===== config.mk =====
export PLATFORM = sky130hd
export DESIGN_NAME = mem_arbiter
export DESIGN_NICKNAME = d
export VERILOG_FILES = /design/src/rtl/mem_arbiter.sv
export SDC_FILE = /design/constraint.sdc
export NUM_CORES = 1
export LEC_CHECK = 0
export BUFFER_PORTS_ARGS = -buffer_cell sky130_fd_sc_hd__buf_2
export CAP_MARGIN = 30
export CORE_MARGIN = 2
export CORE_UTILIZATION = 54
export CTS_BUF_LIST = sky130_fd_sc_hd__clkbuf_8
export DETAILED_ROUTE_END_ITERATION = 6
export PLACE_DENSITY = 0.92
export SLEW_MARGIN = 10
export SYNTH_ARGS = -nofsm -noshare
export SYNTH_HDL_FRONTEND = slang
export SYNTH_SLANG_ARGS = --single-unit

===== constraint.sdc =====
create_clock -name clk -period 5.1 [get_ports clk]
set_clock_uncertainty 0.1 [all_clocks]
set_input_delay 1.275 -clock clk [delete_from_list [all_inputs] [get_ports clk]]
set_output_delay 1.275 -clock clk [all_outputs]
set_load 0.02 [all_outputs]

===== src/rtl/mem_arbiter.sv =====
// Arbitrates the unified memory port between instruction fetch and load/store,
// one transaction in flight, round-robin on contention, with a response timeout.
//
// state   | meaning
// --------+-------------------------------------------------------------
// S_IDLE  | no transaction; grant a requester and latch its fields
// S_ISSUE | present the latched request downstream until accepted
// S_WAIT  | wait for the response; timer forces an error response
// S_RESP  | one-cycle response strobe to the owning requester
module mem_arbiter #(
    parameter int unsigned TIMEOUT_CYCLES = 255,
    parameter logic [31:0] ERR_RDATA      = 32'hdeadbeef
) (
    input  logic        clk,
    input  logic        rst,
    input  logic        ifu_req_valid,
    output logic        ifu_req_ready,
    input  logic [31:0] ifu_addr,
    output logic        ifu_rsp_valid,
    output logic [31:0] ifu_rdata,
    input  logic        lsu_req_valid,
    output logic        lsu_req_ready,
    input  logic [31:0] lsu_addr,
    input  logic        lsu_wen,
    input  logic [31:0] lsu_wdata,
    input  logic [3:0]  lsu_wmask,
    output logic        lsu_rsp_valid,
    output logic [31:0] lsu_rdata,
    output logic        mem_req_valid,
    input  logic        mem_req_ready,
    output logic [31:0] mem_addr,
    output logic        mem_wen,
    output logic [31:0] mem_wdata,
    output logic [3:0]  mem_wmask,
    input  logic        mem_rsp_valid,
    input  logic [31:0] mem_rdata,
    output logic        timeout_err
);

    typedef enum logic [1:0] {S_IDLE, S_ISSUE, S_WAIT, S_RESP} state_t;

    // Down-counter loaded on entry to S_WAIT; terminal count 0 equals
    // TIMEOUT_CYCLES-1 elapsed wait cycles.
    localparam logic [15:0] CNT_LOAD = 16'(TIMEOUT_CYCLES - 1);

    state_t      state;
    state_t      state_nxt;
    logic        last_ifu;
    logic        own_lsu;
    logic [31:0] addr_q;
    logic        wen_q;
    logic [31:0] wdata_q;
    logic [3:0]  wmask_q;
    logic [15:0] cnt;
    logic        grant_ifu;
    logic        grant_lsu;
    logic        wait_done;
    logic [31:0] rsp_data;

    // Reset value of last_ifu (0) means the last grant went to LSU.
    always_comb begin
        grant_lsu = lsu_req_valid && (!ifu_req_valid || last_ifu);
        grant_ifu = ifu_req_valid && !grant_lsu;
        wait_done = mem_rsp_valid || (cnt == 16'd0);
        if (wen_q)
            rsp_data = 32'd0;
        else if (mem_rsp_valid)
            rsp_data = mem_rdata;
        else
            rsp_data = ERR_RDATA;
    end

    always_comb begin
        state_nxt     = state;
        ifu_req_ready = 1'b0;
        lsu_req_ready = 1'b0;
        mem_req_valid = 1'b0;
        mem_addr      = 32'd0;
        mem_wen       = 1'b0;
        mem_wdata     = 32'd0;
        mem_wmask     = 4'd0;
        ifu_rsp_valid = 1'b0;
        lsu_rsp_valid = 1'b0;
        case (state)
            S_IDLE: begin
                ifu_req_ready = grant_ifu && !rst;
                lsu_req_ready = grant_lsu && !rst;
                if (grant_ifu || grant_lsu)
                    state_nxt = S_ISSUE;
            end
            S_ISSUE: begin
                mem_req_valid = 1'b1;
                mem_addr      = addr_q;
                mem_wen       = wen_q;
                mem_wdata     = wdata_q;
                mem_wmask     = wmask_q;
                if (mem_req_ready)
                    state_nxt = S_WAIT;
            end
            S_WAIT: begin
                if (wait_done)
                    state_nxt = S_RESP;
            end
            S_RESP: begin
                ifu_rsp_valid = !own_lsu;
                lsu_rsp_valid = own_lsu;
                state_nxt     = S_IDLE;
            end
            default: state_nxt = S_IDLE;
        endcase
    end

    always_ff @(posedge clk) begin
        if (rst) begin
            state       <= S_IDLE;
            last_ifu    <= 1'b0;
            own_lsu     <= 1'b0;
            addr_q      <= 32'd0;
            wen_q       <= 1'b0;
            wdata_q     <= 32'd0;
            wmask_q     <= 4'd0;
            cnt         <= 16'd0;
            ifu_rdata   <= 32'd0;
            lsu_rdata   <= 32'd0;
            timeout_err <= 1'b0;
        end else begin
            state <= state_nxt;
            case (state)
                S_IDLE: begin
                    if (grant_ifu || grant_lsu) begin
                        own_lsu  <= grant_lsu;
                        last_ifu <= grant_ifu;
                        addr_q   <= grant_lsu ? lsu_addr : ifu_addr;
                        wen_q    <= grant_lsu && lsu_wen;
                        wdata_q  <= grant_lsu ? lsu_wdata : 32'd0;
                        wmask_q  <= grant_lsu ? lsu_wmask : 4'd0;
                    end
                end
                S_ISSUE: begin
                    if (mem_req_ready)
                        cnt <= CNT_LOAD;
                end
                S_WAIT: begin
                    if (wait_done) begin
                        if (own_lsu)
                            lsu_rdata <= rsp_data;
                        else
                            ifu_rdata <= rsp_data;
                        if (!mem_rsp_valid)
                            timeout_err <= 1'b1;
                    end else begin
                        cnt <= cnt - 16'd1;
                    end
                end
                default: ;
            endcase
        end
    end

endmodule


---- Yosys cells after proc, flatten, opt, wreduce, memory -nomap -nowiden ----
Index checks and enable logic that the tools add are counted.
operators by class
  reduce and logical (&&, ||, !) cells .... 21
  $lt $le $gt $ge ......................... 0
  eq/ne operators ......................... 7
  multipliers ............................. 0
  divide/modulo/power cells ............... 0
  add/subtract/negate cells ............... 1
  multiplexer cells ....................... 21
  bitwise logic cells ..................... 2
  shift operators ......................... 0
operators with widths
  cell                                                  count
  2-to-1 mux 32 bit                                     6
  2-to-1 mux 16 bit                                     2
  one-hot mux 16 bit (2 select lines)                   1
  logical NOT 16 bit                                    1
  subtractor 16 x 1 -> 16 bit (second input constant)   1
  AND reduction 3 bit                                   5
  2-to-1 mux 4 bit                                      2
  != test 2 bit (second input constant)                 4
  one-hot mux 2 bit (4 select lines)                    1
  2-to-1 mux 1 bit                                      6
  2-to-1 mux 2 bit                                      3
  logical AND 1 bit                                     5
  equality test 2 bit (second input constant)           2
  logical NOT 1 bit                                     4
  logical OR 1 bit                                      3
  equality test 2 x 1 -> 1 bit (second input constant)  1
  logical NOT 2 bit                                     1
  inverter 1 bit                                        2
  AND reduction 2 bit                                   1
  nonzero test 2 bit                                    1
storage, ports and cells
  bits of input ports ..................... 139
  memories kept ........................... 0
  bits in registers ....................... 154
  logic and storage cells ................. 63
  memory bits (read-only) ................. 0
  RAM bits ................................ 0
  output and inout bits ................... 139
  latch bits .............................. 0

---- Depth between registers and ports, before layout ----
Gate-level depths: netlist (run 1).
  depth after elaboration ................. 8
  mapped depth ............................ 9
  mapped depth without buffers ............ 6

---- Worst setup path before layout (run 1) ----
No wires, ideal clock.
  path kind ............................... input-to-output
  start ................................... input ifu_req_valid
  end ..................................... output lsu_req_ready
  arrival time ............................ 2.145 ns
  data required time ...................... 3.725 ns
  setup slack ............................. 1.580 ns
  cell stages on the path ................. 4
  path buffers ............................ 1
  cells stage by stage .................... inv_2 -> o21ai_1 -> nor3b_1 -> clkbuf_1
between the ends
  cells in the longest elaborated chain, start to end .. 5
ends and longest elaborated chain
  item               RTL line  RTL
  from (decl)        16        input logic ifu_req_valid,
  logical NOT 1 bit  62        grant_lsu = lsu_req_valid && (!ifu_req_valid || last_ifu);
  logical OR 1 bit   62
  logical AND 1 bit  62
  logical AND 1 bit  87        lsu_req_ready = grant_lsu && !rst;
  2-to-1 mux 1 bit   84        case (state)
  to (decl)          22        output logic lsu_req_ready,
No other way between the ends.

---- Final worst setup path (run 1) ----
  start ................................... input ifu_req_valid
  end ..................................... output ifu_req_ready
between the ends
  cells in the longest elaborated chain, start to end .. 7
ends and longest elaborated chain
  item                 RTL line  RTL
  logical NOT 1 bit    62
  logical OR 1 bit     62
  logical AND 1 bit    62
  logical NOT 1 bit    63        grant_ifu = ifu_req_valid && !grant_lsu;
  logical AND 1 bit *  63
  logical AND 1 bit *  86        ifu_req_ready = grant_ifu && !rst;
  2-to-1 mux 1 bit *   84
  to (decl)            17        output logic ifu_req_ready,
Mark *: on every way between the ends. The rest lies on a longest branch, timed or not.

==> results.md, run 1 <==
Yosys:
- The synthesized design contains approximately 150 register bits.
- A synthesized cell averages between 9 and 10 µm².
- For this run, the number of Yosys warnings is 0.
- The sequential area share after synthesis is 0.436.
- The primary flip-flop cell chosen by synthesis mapping is dfxtp_1.
- The number of nets handed over by synthesis was about 860.
- In this run, distinct cell masters in the synthesized netlist total 50.
- The post-synthesis instance area is 0.00706 mm².
- The async set-or-reset flop fraction in the synthesized netlist is 0.
- The number of enable-type register cells in the synthesized netlist is 0.
- In the synthesized netlist, the number of instances is approximately 700.

Setup path:
- Data arrives at the worst endpoint at 2.53 ns.
- The critical path endpoint category is a primary output.
- The number of buffers and inverters on the critical path is 4.
- The startpoint type of the worst setup path is an input pin.
- The worst path required time is 3.72 ns.
- The most frequent cell on the critical path is buf_2.
- The slowest stage of the critical path belongs to the cell buf_4.
- For this run, the slowest stage of the critical path takes about 0.46 ns.
- The number of cells on the worst reg-to-reg path is 6.
- Walking the worst path, the cells encountered are buf_2 -> inv_2 -> o21ai_4 -> buf_4 -> and4b_1 -> buf_2.
- The worst setup slack for register-to-register paths is between 2 and 2.5 ns.
- The logic depth of the worst path, buffers included is 6.
- The critical setup path kind is input pin to primary output.
- The top cell family by delay on the critical path is buffers and inverters.
- The highest net fanout along the worst path is 33.

Drt:
- The post-detailed-routing wire length is between 15000 and 20000 µm.
- The pre-antenna-repair detailed-routing pass consisted of 5 iterations.
- In this run the top signal layer used is met4.
- In the routed design, unresolved DRC markers number 0.
- The per-cell via count in the routed design is 5.37.
- For this block, wires on met1 add up to approximately 7500 µm.
- The detail route stage leaves a number of antenna-violating nets equal to 0.
- After the first detailed-routing iteration, the DRC count stood at 476.
- The met2 wire length is between 9000 and 10000 µm.
- The post-detailed-route wirelength per cell is around 16 µm.
- Summed over all nets, wire length on met3 after detailed routing comes to roughly 1300 µm.
- The number of vias in the routed layout is 6187.

Timing:
- Of the available clock period, the critical path in the final layout requires 0.766.
- At the pin with the least slew margin, the transition time is 0.849 ns.
- The smallest clock period supported by the final layout is computed as around 3.9 ns.
- The number of endpoints with negative hold slack in the final report is 0.
- The final max-slew violation count is 0.
- Setup repair after global routing left no endpoint under its margin.
- After routing, the total negative slack on setup checks comes to 0 ns.
- In this run the tightest slew margin relative to its limit is 0.434.
- The setup-violating endpoint count in the final report is 0.
- Across all setup checks in the final design, the least slack found is between 1 and 1.5 ns.
- The upper clock frequency limit is between 200 and 300 MHz.

Cells and area:
- The design area is 0.00897 mm².
- The net count of the finished layout is 1113.
- The top cell types in the final layout, fill and taps aside, are buf_2 (276), dfxtp_1 (154), mux2i_1 (101), and2_1 (71), nand2b_1 (69).
- The multi-input combinational cells in the finished layout cover a total of around 0.0036 mm².
- The area growth from synthesis to layout is 26.9%.
- The layout cell share with drive strength beyond 1 is 0.340.
- In the final layout, flip-flops and latches occupy between 0.003 and 0.004 mm².
- Counting the fill cells in the layout gives 940.
- The library cell used most frequently in the layout, excluding fill and tap cells, is buf_2.
- Once layout is complete, the utilization of the core stands at 0.708.
- For this run, the number of standard cells in the final layout without fillers is around 1200.
- The antenna cell count is 0.

Clock tree:
- Once the clock tree was built, the resizer swapped 0 gates to a different size.
- For the worst-skew pair, the clock arrives at the later sink with an insertion delay of 0.44 ns.
- The total setup buffers inserted after CTS is 0.
- The total of hold buffers inserted after clock tree synthesis is 0.
- The buffer type at the clock tree root is clkbuf_8.
- The TritonCTS clock tree is yes.
- In this run the deepest clock path goes through 2 buffers.
- Clock tree synthesis inserted a total of 17 buffers.
- The number of levels the H-tree was split into is 4.
- The number of sinks handled by clock tree synthesis is 154.
- After clock tree synthesis, the clock-pin slew on the worst setup and hold paths is around 0.08 ns.

Die:
- In this run the core area contains 41 standard-cell rows.
- The initial utilization of the core area, before any placement, comes to 0.557.
- The area of the die is approximately 0.014 mm².
- The die is between 100 and 150 µm tall.
- The core region is 0.0127 mm².
- The count of boundary I/O pins is 278.
- The floorplan step set the die width to approximately 120 µm.

Pwr:
- The power density over cell area is approximately 480 mW/mm².
- In this run the static leakage power is about 4.8 nW.
- The worst-case IR drop observed on VDD is 0.226 mV.

Job:
- The count of maximum capacitance violations is 0.

Place:
- The routability-driven placement congestion ratio is between 0.8 and 0.9.
- The minimum setup slack after placement is 1.19 ns.
- The number of placed instances with taps included is approximately 1100.
- The final HPWL from detailed placement is about 13000 µm.
- The cell area after placement is 0.00848 mm².
- Buffers placed on the I/O ports in this run total 277.

Run status:
- The flow ran to the end, and the final reports show no timing, DRC or antenna violations.

Global routing:
- The pin count of the biggest net entering global routing is roughly 130.
- Global routing finished with a remaining overflow of 0.
- The global-route usage over all layers is 0.259.
- The initial antenna violation count is 0.
- The number of global-route vias before repair is roughly 6000.
- The wire length of the first global-routing pass is 29500 µm.

Worst hold path:
- The min-delay analysis places its worst path in the category flop to flop.
- The number of cells on the worst hold path is 1.
path summary, 6_finish.rpt:
| kind | startpoint | end |
|---|---|---|
| setup / recovery | ifu_req_valid | ifu_req_ready |
| hold reg to reg | wdata_q[11] | wdata_q[11] |
| hold / removal | wdata_q[11] | wdata_q[11] |
| setup reg to reg | state[0] | cnt[15] |
metal layers:
metal,vias up,track usage
met5,-,0
met4,0,0.0934
met3,20,0.0666
met2,237,0.440
met1,2909,0.315
li1,3021,-
cell families (layout without fill, tap and decap cells):
logic type | Yosys count | after routing | synth area share
adder cells (fa/ha/maj) | 5 | 5 | 0.00886
AND/OR/NAND/NOR | 246 | 246 | 0.208
flip-flops | 154 | 154 | 0.436
multiplexers | 102 | 102 | 0.145
AO/OA/AOI/OAI | 125 | 125 | 0.140
buffers and inverters | 88 | 349 | 0.0613
power by group:
part	internal [mW]	leakage (nW)	switching [mW]
sequential	1.45	1.26	0.175
combinational	0.666	3.35	1.00
clock	0.555	0.223	0.443
synth_stat cells (2+ instances only):
master,number,area share
o21ai_1,3,0.0021
buf_6,8,0.013
mux2i_1,101,0.14
o31ai_1,8,0.0085
buf_2,5,0.0035
nor3b_1,2,0.0021
nand4_1,2,0.0018
ha_1,5,0.0089
a22o_1,37,0.046
clkbuf_1,40,0.021
inv_1,29,0.015
and2_1,71,0.063
nand3_1,4,0.0028
buf_12,2,0.0057
nor3_1,3,0.0021
a31oi_1,7,0.0062
nor4_1,3,0.0027
nor4_4,2,0.0060
nor2b_1,4,0.0035
a211oi_1,32,0.034
a211o_1,24,0.030
o21a_1,3,0.0032
nand2_1,18,0.0096
or4_1,8,0.0085
a21oi_1,5,0.0035
nor4_2,2,0.0035
or3_1,6,0.0053
a21o_1,3,0.0032
nand2b_1,69,0.061
nor2_1,40,0.021
dfxtp_1,154,0.44
buf_1,2,0.0011
through the flow:
step,total power [mW],hold slack [ns]
global placement,3.21,0.348
global route,4.55,0.382
CTS,4.29,0.373
finish,4.29,0.367
floorplan,2.86,0.327
detailed placement,3.28,0.346
layout make-up:
cell class / count / area share
clock buffers: 19 / 0.0292
clock inverters: 12 / 0.0193
inverters: 30 / 0.0126
multi-input cells: 478 / 0.399
flip-flops and latches: 154 / 0.344
well taps: 172 / 0.0240
repair buffers: 288 / 0.172
worst register-to-register path: stages (launching register included):
cell,delay [ns]
dfxtp_1,0.35
inv_1,0.11
ha_1,0.34
nor4bb_1,0.43
and4_1,0.83
or4_1,0.26
mux2i_1,0.18
sequential cells by signal, indices dropped and copies added (netlist names):
name / flops
cnt: 16
timeout_err: 1
wdata_q: 32
ifu_rdata: 32
addr_q: 32
lsu_rdata: 32
last_ifu: 1
own_lsu: 1
wen_q: 1
wmask_q: 4
state: 2
(Power assumes the default switching activity.)
==> run 2: changes to the inputs <==
- CORE_UTILIZATION: 54 -> 51
- PLACE_DENSITY: 0.92 -> 0.88
- clock period: 5.1 -> 4.1 ns (I/O delays scaled with it)
==> run 2 against run 1 <==
Clock-buffer cell count grew 1. Combinational power grew 22%. Register-to-register slack lost 1.0 ns. Sequential cell count is the same. First-iteration DRC count shrank 30%. Sequential share of layout area grew 0.31 points. Critical path type is now flop to primary output. Largest power group unchanged.
==> results.md, run 2 (synthesis results as in run 1) <==
Timing:
- Setup repair after global routing left no endpoint under its margin.
- Of the available clock period, the critical path in the final layout requires 0.778.
- The minimum setup slack in the final design was 0.911 ns (-0.282 ns).
- The routed design could run at a clock period as short as ~3.2 ns.
- The number of endpoints with negative hold slack in the final report is 0 (unchanged).
- The final max-slew violation count is 0 (unchanged).
- The final sum of negative setup slack came to 0 ns (unchanged).
- The worst-case headroom to the max-slew limit is 0.488 (+0.0539).
- The upper clock frequency limit is around 310 MHz.
- The setup-violating endpoint count in the final report is 0 (unchanged).
- The transition time of the tightest slew-check pin is 0.768 ns (-0.0808 ns).

Place:
- The minimum setup slack after placement was 1.16 ns (-0.0312 ns).
- The routability-driven placement congestion ratio is 0.860 (+2.2%).
- The final HPWL from detailed placement is 12900 µm (-0.68%).
- The number of port buffers is 277 (unchanged).

Setup path:
- The critical setup path kind is flop to primary output.
- Broken down by cell family, the worst path's largest delay share belongs to buffers and inverters.
- The highest-delay cell along the critical path is ha_2.
- The critical path endpoint category is a primary output.
- The number of buffer and inverter stages on the critical path came to 3 (-1).
- The worst path required time is 2.97 ns (-0.75 ns).
- STA classifies the critical path startpoint as a flop.
- The critical path goes through inv_1 -> ha_2 -> buf_4 -> and2_1 -> buf_2.
- The delay of the slowest critical-path stage is 0.56 ns (+0.10 ns).
- The highest net fanout along the worst path is 42 (+27%).
- The data arrival time of the critical path was 2.06 ns (-0.47 ns).

Drt:
- The residual DRC count is 0 (unchanged).
- The post-detailed-route wirelength per cell is 15.4 µm (-3.6%).
- The iteration count of the initial detailed-routing pass is 4 (-1).
- The per-cell via count in the routed design came to 5.21 (-2.9%).
- The number of antenna-violating nets in the routed design is 0 (unchanged).
- The initial DRC count came to 331 (-30%).
- The number of vias in the routed layout came to 6063 (-2.0%).
- The post-detailed-routing wire length is 18000 µm (-2.7%).

Global routing:
- The global-route usage over all layers is 0.241 (-0.0179).
- The wire length of the first global-routing pass was 28200 µm (-4.1%).
- The number of global-route vias before repair is 5625 (-5.0%).
- The pin count of the biggest net entering global routing was 74 (-41%).
- The initial antenna violation count is 0 (unchanged).
- The total grt overflow was 0 (unchanged).

Worst hold path:
- In this run the worst hold path is classified as flop to flop.

Clock tree:
- The number of sinks handled by clock tree synthesis was 154 (unchanged).
- The clock slew seen by the registers of the worst setup and hold paths came to 0.08 ns (about the same).
- The total of cells resized after clock tree synthesis is 0 (unchanged).
- The total setup buffers inserted after CTS is 0 (unchanged).
- The number of buffers on the longest clock path was 2 (unchanged).
- The TritonCTS clock tree is yes.
- The number of levels the H-tree was split into is 4 (unchanged).
- CTS placed an instance of clkbuf_8 at the clock tree root.
- The total of hold buffers inserted after clock tree synthesis is 0 (unchanged).
- The number of clock buffers inserted by TritonCTS is 17 (unchanged).
- The insertion delay to the later sink of the worst-skew pair is 0.44 ns (about the same).

Pwr:
- The power density over cell area is 581 mW/mm² (+21%).
- The largest voltage drop on the vdd net was 0.314 mV (+39%).
- The leakage power is 4.80 nW (-0.76%).

Die:
- The effective utilization at floorplan is 0.515 (-0.0426).
- The die outline width is 122 µm (+2.8%).
- The area inside the core boundary came to 0.0137 mm² (+8.3%).
- The count of boundary I/O pins is 278 (unchanged).
- The height of the die is 122 µm (+2.8%).
- The placement row count came to 43 (+4.9%).
- The area of the die is 0.0148 mm² (+5.7%).

Cells and area:
- The number of nets in the layout was 1115 (+0.18%).
- In the layout the commonest cells are buf_2 (276), dfxtp_1 (154), mux2i_1 (101), and2_1 (71), nand2b_1 (69).
- The layout cell share with drive strength beyond 1 is 0.341 (+0.000995).
- From synthesis to final layout, the design area changed by 25.8%.
- The leading cell type in the layout, fill and taps excluded is buf_2.
- The antenna cell count came to 0 (unchanged).

Job:
- The count of maximum capacitance violations came to 0 (unchanged).

Run status:
- The flow ran to the end, and the final reports show no timing, DRC or antenna violations.
## run 2: changes by cell type in the layout (fill, tap and decap cells not counted)
cell	change
buf_4	+6
inv_6	+3
clkinv_4	+1
clkbuf_8	+1
buf_8	-1
inv_1	+1
bufinv_16	-3
clkinvlp_4	+1
buf_16	-2
buf_12	-1
clkinv_2	-3
## run 2: metrics by stage
| stage | cells | power [mW] | area (µm²) | hold WS, ns | util |
|---|---|---|---|---|---|
| after global placement | 1131 | 4.01 | 8480 | 0.348 | 0.618 |
| after global routing | 1164 | 5.50 | 8890 | 0.383 | 0.648 |
| after CTS | 1163 | 5.17 | 8870 | 0.373 | 0.646 |
| after detailed placement | 1131 | 4.06 | 8480 | 0.348 | 0.618 |
| final | 1164 | 5.16 | 8890 | 0.374 | 0.648 |
| after floorplan | 720 | 3.55 | 7060 | 0.327 | - |
## run 2: cell type report
type | count | area, µm²
Fill cell | 1118 | 4830
Multi-Input combinational cell | 478 | 3580
Sequential cell | 154 | 3080
Timing Repair Buffer | 290 | 1500
Clock buffer | 20 | 275
Tap cell | 180 | 225
Clock inverter | 12 | 114
Inverter | 30 | 113
## run 2: metal layers
layer	vias to the layer above	wire length, µm	GRT usage
li1	3024	-	-
met1	2839	7680	0.302
met2	180	8850	0.406
met3	20	1130	0.0646
met4	0	316	0.0740
met5	-	0	0
## run 2: final timing paths
kind	to	start	depth (start not counted)	slack, ns
worst max-delay path	mem_wdata[3]	state[1]	5	0.91
worst min-delay path	wdata_q[4]	wdata_q[4]	1	0.37
worst max register to register	cnt[15]	state[1]	7	1.43
worst min register to register	wdata_q[4]	wdata_q[4]	1	0.37
## run 2: report_power, final
part	switching [mW]	internal, mW
sequential	0.213	1.81
combinational	1.22	0.815
clock	0.571	0.535
